<file path="config.mk">
export PLATFORM = sky130hd
export DESIGN_NAME = rs_bank_flat
export DESIGN_NICKNAME = d
export VERILOG_FILES = /design/src/rtl/rs_bank_if.sv /design/src/rtl/rs_bank.sv /design/src/flat_wrapper.sv
export SDC_FILE = /design/constraint.sdc
export NUM_CORES = 1
export LEC_CHECK = 0
export BUFFER_PORTS_ARGS = -buffer_cell sky130_fd_sc_hd__buf_2
export CORE_AREA = 2 2 154 156
export DETAILED_ROUTE_END_ITERATION = 8
export DIE_AREA = 0 0 156 158
export PLACE_DENSITY = 0.56
export SKIP_CTS_REPAIR_TIMING = 1
export SYNTH_ARGS = -nofsm -noshare
export SYNTH_HDL_FRONTEND = slang
export SYNTH_SLANG_ARGS = --single-unit
</file>
<file path="constraint.sdc">
create_clock -name clk -period 12.2 [get_ports clk]
set_input_delay 3.05 -clock clk [delete_from_list [all_inputs] [get_ports clk]]
set_output_delay 3.05 -clock clk [all_outputs]
set_load 0.01 [all_outputs]
</file>
<file path="src/rtl/rs_bank_if.sv">
// rs_bank_if: bundles the issue, CDB, dispatch and occupancy signals of one
// reservation-station bank.
//   master : issue stage / CDB / functional unit side (drives requests)
//   slave  : the bank itself (drives issue_ready/tag, disp_*, count, empty)
interface rs_bank_if #(
    parameter int ENTRIES = 3,
    parameter int DATA_W  = 9,
    parameter int OP_W    = 3,
    parameter int REG_W   = 3,
    parameter int TAG_W   = 4
);
    localparam int CNT_W = $clog2(ENTRIES + 1);

    logic              flush;
    logic              issue_valid;
    logic              issue_ready;
    logic [OP_W-1:0]   issue_op;
    logic [REG_W-1:0]  issue_dest;
    logic              issue_j_rdy;
    logic              issue_k_rdy;
    logic [DATA_W-1:0] issue_vj;
    logic [DATA_W-1:0] issue_vk;
    logic [TAG_W-1:0]  issue_qj;
    logic [TAG_W-1:0]  issue_qk;
    logic [TAG_W-1:0]  issue_tag;
    logic              cdb_valid;
    logic [TAG_W-1:0]  cdb_tag;
    logic [DATA_W-1:0] cdb_data;
    logic              disp_valid;
    logic              disp_ready;
    logic [OP_W-1:0]   disp_op;
    logic [REG_W-1:0]  disp_dest;
    logic [DATA_W-1:0] disp_a;
    logic [DATA_W-1:0] disp_b;
    logic [TAG_W-1:0]  disp_tag;
    logic [CNT_W-1:0]  count;
    logic              empty;

    modport master (
        output flush, issue_valid, issue_op, issue_dest, issue_j_rdy, issue_k_rdy,
               issue_vj, issue_vk, issue_qj, issue_qk, cdb_valid, cdb_tag, cdb_data,
               disp_ready,
        input  issue_ready, issue_tag, disp_valid, disp_op, disp_dest, disp_a, disp_b,
               disp_tag, count, empty
    );

    modport slave (
        input  flush, issue_valid, issue_op, issue_dest, issue_j_rdy, issue_k_rdy,
               issue_vj, issue_vk, issue_qj, issue_qk, cdb_valid, cdb_tag, cdb_data,
               disp_ready,
        output issue_ready, issue_tag, disp_valid, disp_op, disp_dest, disp_a, disp_b,
               disp_tag, count, empty
    );
endinterface

</file>
<file path="src/rtl/rs_bank.sv">
// rs_bank: reservation-station bank for one functional-unit class.
// Accepts renamed instructions, snoops the CDB for pending operands,
// dispatches the oldest ready entry (lowest rank) to the FU and frees an
// entry when its own tag is broadcast after it was dispatched.
// Ports:
//   clk   - rising-edge clock
//   rst_n - asynchronous active-low reset
//   bus   - rs_bank_if slave: flush, issue_*, cdb_*, disp_*, count, empty
module rs_bank #(
    parameter int ENTRIES  = 3,
    parameter int DATA_W   = 9,
    parameter int OP_W     = 3,
    parameter int REG_W    = 3,
    parameter int TAG_W    = 4,
    parameter int BASE_TAG = 0
) (
    input  logic     clk,
    input  logic     rst_n,
    rs_bank_if.slave bus
);
    localparam int CNT_W = $clog2(ENTRIES + 1);
    localparam int IDX_W = (ENTRIES > 1) ? $clog2(ENTRIES) : 1;

    logic              r_busy  [ENTRIES];
    logic              r_sent  [ENTRIES];
    logic [OP_W-1:0]   r_op    [ENTRIES];
    logic [REG_W-1:0]  r_dest  [ENTRIES];
    logic              r_j_rdy [ENTRIES];
    logic              r_k_rdy [ENTRIES];
    logic [DATA_W-1:0] r_vj    [ENTRIES];
    logic [DATA_W-1:0] r_vk    [ENTRIES];
    logic [TAG_W-1:0]  r_qj    [ENTRIES];
    logic [TAG_W-1:0]  r_qk    [ENTRIES];
    logic [IDX_W-1:0]  r_rank  [ENTRIES];
    logic [CNT_W-1:0]  r_count;

    logic [ENTRIES-1:0] w_free_vec;
    logic               w_free;
    logic [IDX_W-1:0]   w_free_rank;
    logic               w_found;
    logic [IDX_W-1:0]   w_issue_idx;
    logic               w_issue_ready;
    logic               w_do_issue;
    logic               w_byp_j;
    logic               w_byp_k;
    logic [IDX_W-1:0]   w_new_rank;
    logic               w_disp_valid;
    logic [IDX_W-1:0]   w_sel;
    logic [IDX_W-1:0]   w_best_rank;
    logic               w_disp_fire;

    function automatic logic [TAG_W-1:0] tag_of(input logic [IDX_W-1:0] idx);
        return TAG_W'(BASE_TAG) + TAG_W'(idx);
    endfunction

    always_comb begin
        // Only a dispatched entry may be freed by its own tag; tags are unique
        // so at most one entry matches.
        w_free_vec  = '0;
        w_free_rank = '0;
        for (int unsigned i = 0; i < ENTRIES; i++) begin
            if (bus.cdb_valid && r_busy[i] && r_sent[i] &&
                bus.cdb_tag == tag_of(IDX_W'(i))) begin
                w_free_vec[i] = 1'b1;
                w_free_rank   = r_rank[i];
            end
        end
        w_free = |w_free_vec;

        // Lowest non-busy slot; an entry freed this cycle is still busy here,
        // so it is never reused in the same cycle.
        w_found     = 1'b0;
        w_issue_idx = '0;
        for (int unsigned i = 0; i < ENTRIES; i++) begin
            if (!r_busy[i] && !w_found) begin
                w_found     = 1'b1;
                w_issue_idx = IDX_W'(i);
            end
        end

        w_issue_ready = (r_count < CNT_W'(ENTRIES));
        w_do_issue    = bus.issue_valid && w_issue_ready && !bus.flush;
        w_byp_j       = !bus.issue_j_rdy && bus.cdb_valid && (bus.cdb_tag == bus.issue_qj);
        w_byp_k       = !bus.issue_k_rdy && bus.cdb_valid && (bus.cdb_tag == bus.issue_qk);
        // The new entry is youngest: rank equals the post-free occupancy.
        w_new_rank    = IDX_W'(r_count) - IDX_W'(w_free);

        w_disp_valid = 1'b0;
        w_sel        = '0;
        w_best_rank  = '0;
        for (int unsigned i = 0; i < ENTRIES; i++) begin
            if (r_busy[i] && !r_sent[i] && r_j_rdy[i] && r_k_rdy[i] &&
                (!w_disp_valid || r_rank[i] < w_best_rank)) begin
                w_disp_valid = 1'b1;
                w_sel        = IDX_W'(i);
                w_best_rank  = r_rank[i];
            end
        end
        w_disp_fire = w_disp_valid && bus.disp_ready;

        bus.issue_ready = w_issue_ready;
        bus.issue_tag   = tag_of(w_issue_idx);
        bus.disp_valid  = w_disp_valid;
        bus.disp_op     = w_disp_valid ? r_op[w_sel]   : '0;
        bus.disp_dest   = w_disp_valid ? r_dest[w_sel] : '0;
        bus.disp_a      = w_disp_valid ? r_vj[w_sel]   : '0;
        bus.disp_b      = w_disp_valid ? r_vk[w_sel]   : '0;
        bus.disp_tag    = w_disp_valid ? tag_of(w_sel) : '0;
        bus.count       = r_count;
        bus.empty       = (r_count == '0);
    end

    always_ff @(posedge clk or negedge rst_n) begin
        if (!rst_n) begin
            r_count <= '0;
            for (int unsigned i = 0; i < ENTRIES; i++) begin
                r_busy[i]  <= 1'b0;
                r_sent[i]  <= 1'b0;
                r_op[i]    <= '0;
                r_dest[i]  <= '0;
                r_j_rdy[i] <= 1'b0;
                r_k_rdy[i] <= 1'b0;
                r_vj[i]    <= '0;
                r_vk[i]    <= '0;
                r_qj[i]    <= '0;
                r_qk[i]    <= '0;
                r_rank[i]  <= '0;
            end
        end else if (bus.flush) begin
            r_count <= '0;
            for (int unsigned i = 0; i < ENTRIES; i++) begin
                r_busy[i] <= 1'b0;
                r_sent[i] <= 1'b0;
            end
        end else begin
            r_count <= r_count + CNT_W'(w_do_issue) - CNT_W'(w_free);
            for (int unsigned i = 0; i < ENTRIES; i++) begin
                if (r_busy[i] && !r_j_rdy[i] && bus.cdb_valid && bus.cdb_tag == r_qj[i]) begin
                    r_vj[i]    <= bus.cdb_data;
                    r_j_rdy[i] <= 1'b1;
                end
                if (r_busy[i] && !r_k_rdy[i] && bus.cdb_valid && bus.cdb_tag == r_qk[i]) begin
                    r_vk[i]    <= bus.cdb_data;
                    r_k_rdy[i] <= 1'b1;
                end
                if (w_disp_fire && w_sel == IDX_W'(i)) begin
                    r_sent[i] <= 1'b1;
                end
                if (w_free_vec[i]) begin
                    r_busy[i] <= 1'b0;
                    r_sent[i] <= 1'b0;
                end else if (r_busy[i] && w_free && r_rank[i] > w_free_rank) begin
                    r_rank[i] <= r_rank[i] - IDX_W'(1);
                end
                if (w_do_issue && w_issue_idx == IDX_W'(i)) begin
                    r_busy[i]  <= 1'b1;
                    r_sent[i]  <= 1'b0;
                    r_op[i]    <= bus.issue_op;
                    r_dest[i]  <= bus.issue_dest;
                    r_j_rdy[i] <= bus.issue_j_rdy | w_byp_j;
                    r_k_rdy[i] <= bus.issue_k_rdy | w_byp_k;
                    r_vj[i]    <= w_byp_j ? bus.cdb_data : bus.issue_vj;
                    r_vk[i]    <= w_byp_k ? bus.cdb_data : bus.issue_vk;
                    r_qj[i]    <= bus.issue_qj;
                    r_qk[i]    <= bus.issue_qk;
                    r_rank[i]  <= w_new_rank;
                end
            end
        end
    end
endmodule

</file>
<file path="src/flat_wrapper.sv">
// flat-port wrapper written by rule: the top's interface ports become plain ports
module rs_bank_flat 
#(
    parameter int ENTRIES  = 3,
    parameter int DATA_W   = 9,
    parameter int OP_W     = 3,
    parameter int REG_W    = 3,
    parameter int TAG_W    = 4,
    parameter int BASE_TAG = 0
)
  (clk, rst_n, bus_flush, bus_issue_valid, bus_issue_op, bus_issue_dest, bus_issue_j_rdy, bus_issue_k_rdy, bus_issue_vj, bus_issue_vk, bus_issue_qj, bus_issue_qk, bus_cdb_valid, bus_cdb_tag, bus_cdb_data, bus_disp_ready, bus_issue_ready, bus_issue_tag, bus_disp_valid, bus_disp_op, bus_disp_dest, bus_disp_a, bus_disp_b, bus_disp_tag, bus_count, bus_empty);
  rs_bank_if #(.ENTRIES(ENTRIES), .DATA_W(DATA_W), .OP_W(OP_W), .REG_W(REG_W), .TAG_W(TAG_W)) bus_i ();
  input  logic clk;
  input  logic rst_n;
  input wire logic [$bits(bus_i.flush)-1:0] bus_flush;
  input wire logic [$bits(bus_i.issue_valid)-1:0] bus_issue_valid;
  input wire logic [$bits(bus_i.issue_op)-1:0] bus_issue_op;
  input wire logic [$bits(bus_i.issue_dest)-1:0] bus_issue_dest;
  input wire logic [$bits(bus_i.issue_j_rdy)-1:0] bus_issue_j_rdy;
  input wire logic [$bits(bus_i.issue_k_rdy)-1:0] bus_issue_k_rdy;
  input wire logic [$bits(bus_i.issue_vj)-1:0] bus_issue_vj;
  input wire logic [$bits(bus_i.issue_vk)-1:0] bus_issue_vk;
  input wire logic [$bits(bus_i.issue_qj)-1:0] bus_issue_qj;
  input wire logic [$bits(bus_i.issue_qk)-1:0] bus_issue_qk;
  input wire logic [$bits(bus_i.cdb_valid)-1:0] bus_cdb_valid;
  input wire logic [$bits(bus_i.cdb_tag)-1:0] bus_cdb_tag;
  input wire logic [$bits(bus_i.cdb_data)-1:0] bus_cdb_data;
  input wire logic [$bits(bus_i.disp_ready)-1:0] bus_disp_ready;
  output wire logic [$bits(bus_i.issue_ready)-1:0] bus_issue_ready;
  output wire logic [$bits(bus_i.issue_tag)-1:0] bus_issue_tag;
  output wire logic [$bits(bus_i.disp_valid)-1:0] bus_disp_valid;
  output wire logic [$bits(bus_i.disp_op)-1:0] bus_disp_op;
  output wire logic [$bits(bus_i.disp_dest)-1:0] bus_disp_dest;
  output wire logic [$bits(bus_i.disp_a)-1:0] bus_disp_a;
  output wire logic [$bits(bus_i.disp_b)-1:0] bus_disp_b;
  output wire logic [$bits(bus_i.disp_tag)-1:0] bus_disp_tag;
  output wire logic [$bits(bus_i.count)-1:0] bus_count;
  output wire logic [$bits(bus_i.empty)-1:0] bus_empty;
  assign bus_i.flush = bus_flush;
  assign bus_i.issue_valid = bus_issue_valid;
  assign bus_i.issue_op = bus_issue_op;
  assign bus_i.issue_dest = bus_issue_dest;
  assign bus_i.issue_j_rdy = bus_issue_j_rdy;
  assign bus_i.issue_k_rdy = bus_issue_k_rdy;
  assign bus_i.issue_vj = bus_issue_vj;
  assign bus_i.issue_vk = bus_issue_vk;
  assign bus_i.issue_qj = bus_issue_qj;
  assign bus_i.issue_qk = bus_issue_qk;
  assign bus_i.cdb_valid = bus_cdb_valid;
  assign bus_i.cdb_tag = bus_cdb_tag;
  assign bus_i.cdb_data = bus_cdb_data;
  assign bus_i.disp_ready = bus_disp_ready;
  assign bus_issue_ready = bus_i.issue_ready;
  assign bus_issue_tag = bus_i.issue_tag;
  assign bus_disp_valid = bus_i.disp_valid;
  assign bus_disp_op = bus_i.disp_op;
  assign bus_disp_dest = bus_i.disp_dest;
  assign bus_disp_a = bus_i.disp_a;
  assign bus_disp_b = bus_i.disp_b;
  assign bus_disp_tag = bus_i.disp_tag;
  assign bus_count = bus_i.count;
  assign bus_empty = bus_i.empty;
  rs_bank #(.ENTRIES(ENTRIES), .DATA_W(DATA_W), .OP_W(OP_W), .REG_W(REG_W), .TAG_W(TAG_W), .BASE_TAG(BASE_TAG)) u_core (.clk(clk), .rst_n(rst_n), .bus(bus_i));
endmodule
</file>
==> impl_metrics.yaml <==
critical_path:
  worst_ep_required_time_ns: 9.15
  critPathLaunch: "u_core.r_busy[2]"
  criticalPathCategory: "flip-flop to output port"
  worstPathMaxFanout: 19
  crit_path_max_incr_delay_ns: 0.80
  critPathLaunchType: "flip-flop"
  worst_ep_arrival_time_ns: 4.65
  timing.reg2reg.worst_path_depth: 10
  critical_path.slowest_cell: "sky130_fd_sc_hd__a21o_1"
  critical_path.cell_chain: "and4b_1 > nand2_1 > ha_1 > a21oi_1 > o21a_1 > a21oi_1 > ha_1 > and2_1 > a21o_1 > inv_2 > mux2i_1 > buf_2"
  r2r_start: "u_core.r_busy[2]"
  timing.critical_path.to_type: "output port"
power:
  switching_share_pct: 28.5
  irDropWorstVdd_mv: 0.111
  share_seq_of_total_power_pct: 40.9
  total_power_uw: 1320
  switchingPower_uw: 376
  internal_power_uw: 946
  power.leakage_uw: 0.00389
  combinationalPowerShare_pct: 17.6
  clock_power_share_pct: 41.6
  p_per_area_nw_per_um2: 168
global_routing:
  antenna_found_initial: 0
  first_pass_grt_wire_length_um: 31600
  groute.usage.overall_pct: 16.9
  use_met3_pct: 3.15
  global_route.peak_usage_layer: "met2"
  grt_pass1_vias: 5544
  grt.overflow.total: 0
  met2_usage_pct: 26.3
  met1_usage_pct: 23.1
  grt_start_max_net_pins: 67
layout:
  flow.area_growth_from_synthesis_pct: 20.2
  finalNetCount: 852
  post_route_cells_drive_above_1_share_pct: 17.1
  final_cells: 1091
  postLayoutCoreUtil_pct: 34.1
  antenna-diode-count: 0
  nFillCells: 2365
timing:
  final.setup_skew_ns: 0.00653
  slew_limit_headroom_pct: 28.6
  slew_limit_fails: 0
  part_of_the_cycle_the_worst_path_needs_pct: 63.1
  final_period_minus_worst_setup_slack_ns: 7.70
  setup_repair_after_global_routing_missed_its_margin: "false"
  final.setup.tns_ns: 0
  worst-slew-pin-transition_ns: 1.07
  final-hold-violation-count: 0
  maxClockFrequency_ghz: 0.130
  timing.final.setup_violations: 0
  final.setup.worst_slack_ns: 4.50
floorplanning:
  floorplan.io_pins: 90
  start_util_pct: 28.4
  die_w_um: 156
  die_h_um: 158
  core-area_um2: 23100
  die-area_um2: 24600
  num_rows: 56
synth:
  post-synth-top-area-cell: "sky130_fd_sc_hd__dfrtp_1"
  yosys-top-cells-area: "sky130_fd_sc_hd__dfrtp_1 44%, sky130_fd_sc_hd__nand2_1 8.8%, sky130_fd_sc_hd__a222oi_1 5.8%"
  synthArstFlopShare_pct: 100
  ys_top_cells_by_count: "153 x sky130_fd_sc_hd__nand2_1, 116 x sky130_fd_sc_hd__dfrtp_1, 75 x sky130_fd_sc_hd__inv_1"
  synthFlopType: "sky130_fd_sc_hd__dfrtp_1"
  syn-cell-area_um2: 6540
  synth_enable_flop_cells: 0
  cells_after_synth: 719
  yosys_register_bits: 116
  synthesis.area_per_instance_um2: 9.09
  ys_seq_area_share_pct: 44.4
  warnings_from_yosys: 0
  synth.lib_cells_used.distinct: 60
  yosysTopAreaCellShare_pct: 44.4
  most_repeated_cell_in_the_gate_level_netlist_after_synthesis: "sky130_fd_sc_hd__nand2_1"
cts:
  max-clock-path-buffers: 2
  cts_sinks: 116
  clock-root-buffer: "sky130_fd_sc_hd__clkbuf_16"
  clk_latency_ns: 0.41
  clock_tree.htree_level_count: 4
  cts_made_buffers: 17
  clock_transition_at_the_register_clock_pins_on_the_worst_setup_and_hold_paths_after_cts_ns: 0.05
  tritoncts_clock_tree: "done"
min_path:
  worst_hold_path.num_cells: 2
  hold_class: "flip-flop to flip-flop"
  hp-start: "u_core.r_dest[4]"
detailed_routing:
  firstDrtPassIters: 9
  drt-total-wl_um: 20000
  drcViolationCount: 0
  num_vias: 5598
  drtIter0Drc: 516
  avgRoutedWirePerCell_um: 18.4
  antenna_violating_nets_post_route: 0
  drt-vias-per-instance: 5.13
placement:
  hpwlAfterDp_um: 14000
  placed_cells_incl_taps: 1059
  detailedPlace.worstSlack_ns: 4.94
  placement.io_buffers: 85
  gp_congestion: 0.821
run:
  drv_cap: 0
status:
  status: "finished clean"
==> worst paths after layout <==
path / end / slack (ns)
setup / recovery: bus_disp_a[6] / 4.50
hold / removal: u_core.r_dest[4] / 0.47
setup reg to reg: u_core.r_sent[0] / 8.30
hold reg to reg: u_core.r_dest[4] / 0.47
max in group asynchronous: u_core.r_vk[20] / 8.24
min in group asynchronous: u_core.r_qj[5] / 2.75
==> routing by layer <==
| metal | vias up | part of all wire (%) |
|---|---|---|
| met4 | 0 | 2.2 |
| met2 | 149 | 47 |
| li1 | 2675 | - |
| met1 | 2750 | 47 |
| met3 | 24 | 4.5 |
| met5 | - | 0 |
==> metrics by stage <==
stage	area (um2)	hold WS [ns]
after floorplan	6550	0.445
after global placement	7210	0.457
after detailed placement	7210	0.461
after CTS	7860	0.476
after global routing	7860	0.492
final	7860	0.474
==> final cells by class <==
class	instances	area (um2)	area share, %
tap	290	363	4.62
inverter	77	289	3.68
clock inverter	10	169	2.15
timing repair buffer	92	480	6.11
multi-input combinational	484	3170	40.3
sequential	116	2900	36.9
clock buffer	22	484	6.16
==> power by group through the flow <==
stage	sequential (uW)	clock [uW]	combinational, uW
6_report	540	549	232
5_1_grt	553	579	265
4_1_cts	539	557	234
3_5_place_dp	545	0	233
3_3_place_gp	544	0	230
2_1_floorplan	528	0	168
==> state kept, by name, indices dropped and copies added, names as in the netlist, 6 cells and up <==
name,count
u_core.r_dest,9
u_core.r_op,9
u_core.r_qj,12
u_core.r_qk,12
u_core.r_rank,6
u_core.r_vj,27
u_core.r_vk,27
==> logic make-up after synthesis <==
kind of cell | Yosys count | share of synthesized area, %
AO/OA/AOI/OAI | 163 | 19.3
XOR/XNOR | 35 | 4.69
adder cells (fa/ha/maj) | 11 | 2.10
buffers and inverters | 122 | 7.62
flip-flops | 116 | 44.4
multiplexers | 37 | 5.68
other | 1 | 0.0574
AND/OR/NAND/NOR | 234 | 16.2
==> placed cells by master (no fill, tap or decap), drive strengths merged, types with 5 or more instances in the layout <==
master  Yosys  layout
dfrtp     116     116
ha         11      11
clkinv      1       5
nand2     153     153
nor2b      10      10
buf        19      92
inv        76      78
nand4       7       7
a222oi     38      38
xnor2      32      32
a211oi     38      38
o21ai      37      37
mux2i      36      36
a21o        8       8
nor2       30      30
a21oi       5       5
nor3        8       8
a22oi       9       9
a221oi     10      10
clkbuf     26      22
==> worst max-delay path: cells and delay by family (launching register included) <==
family / cells / cell delay [ns]
buf+inv: 2 / 0.42
mux: 1 / 0.22
fa+ha+maj: 2 / 0.64
compound gates: 4 / 1.57
simple gates: 3 / 0.90
flops: 1 / 0.49
Power figures use the tool's default switching activity.
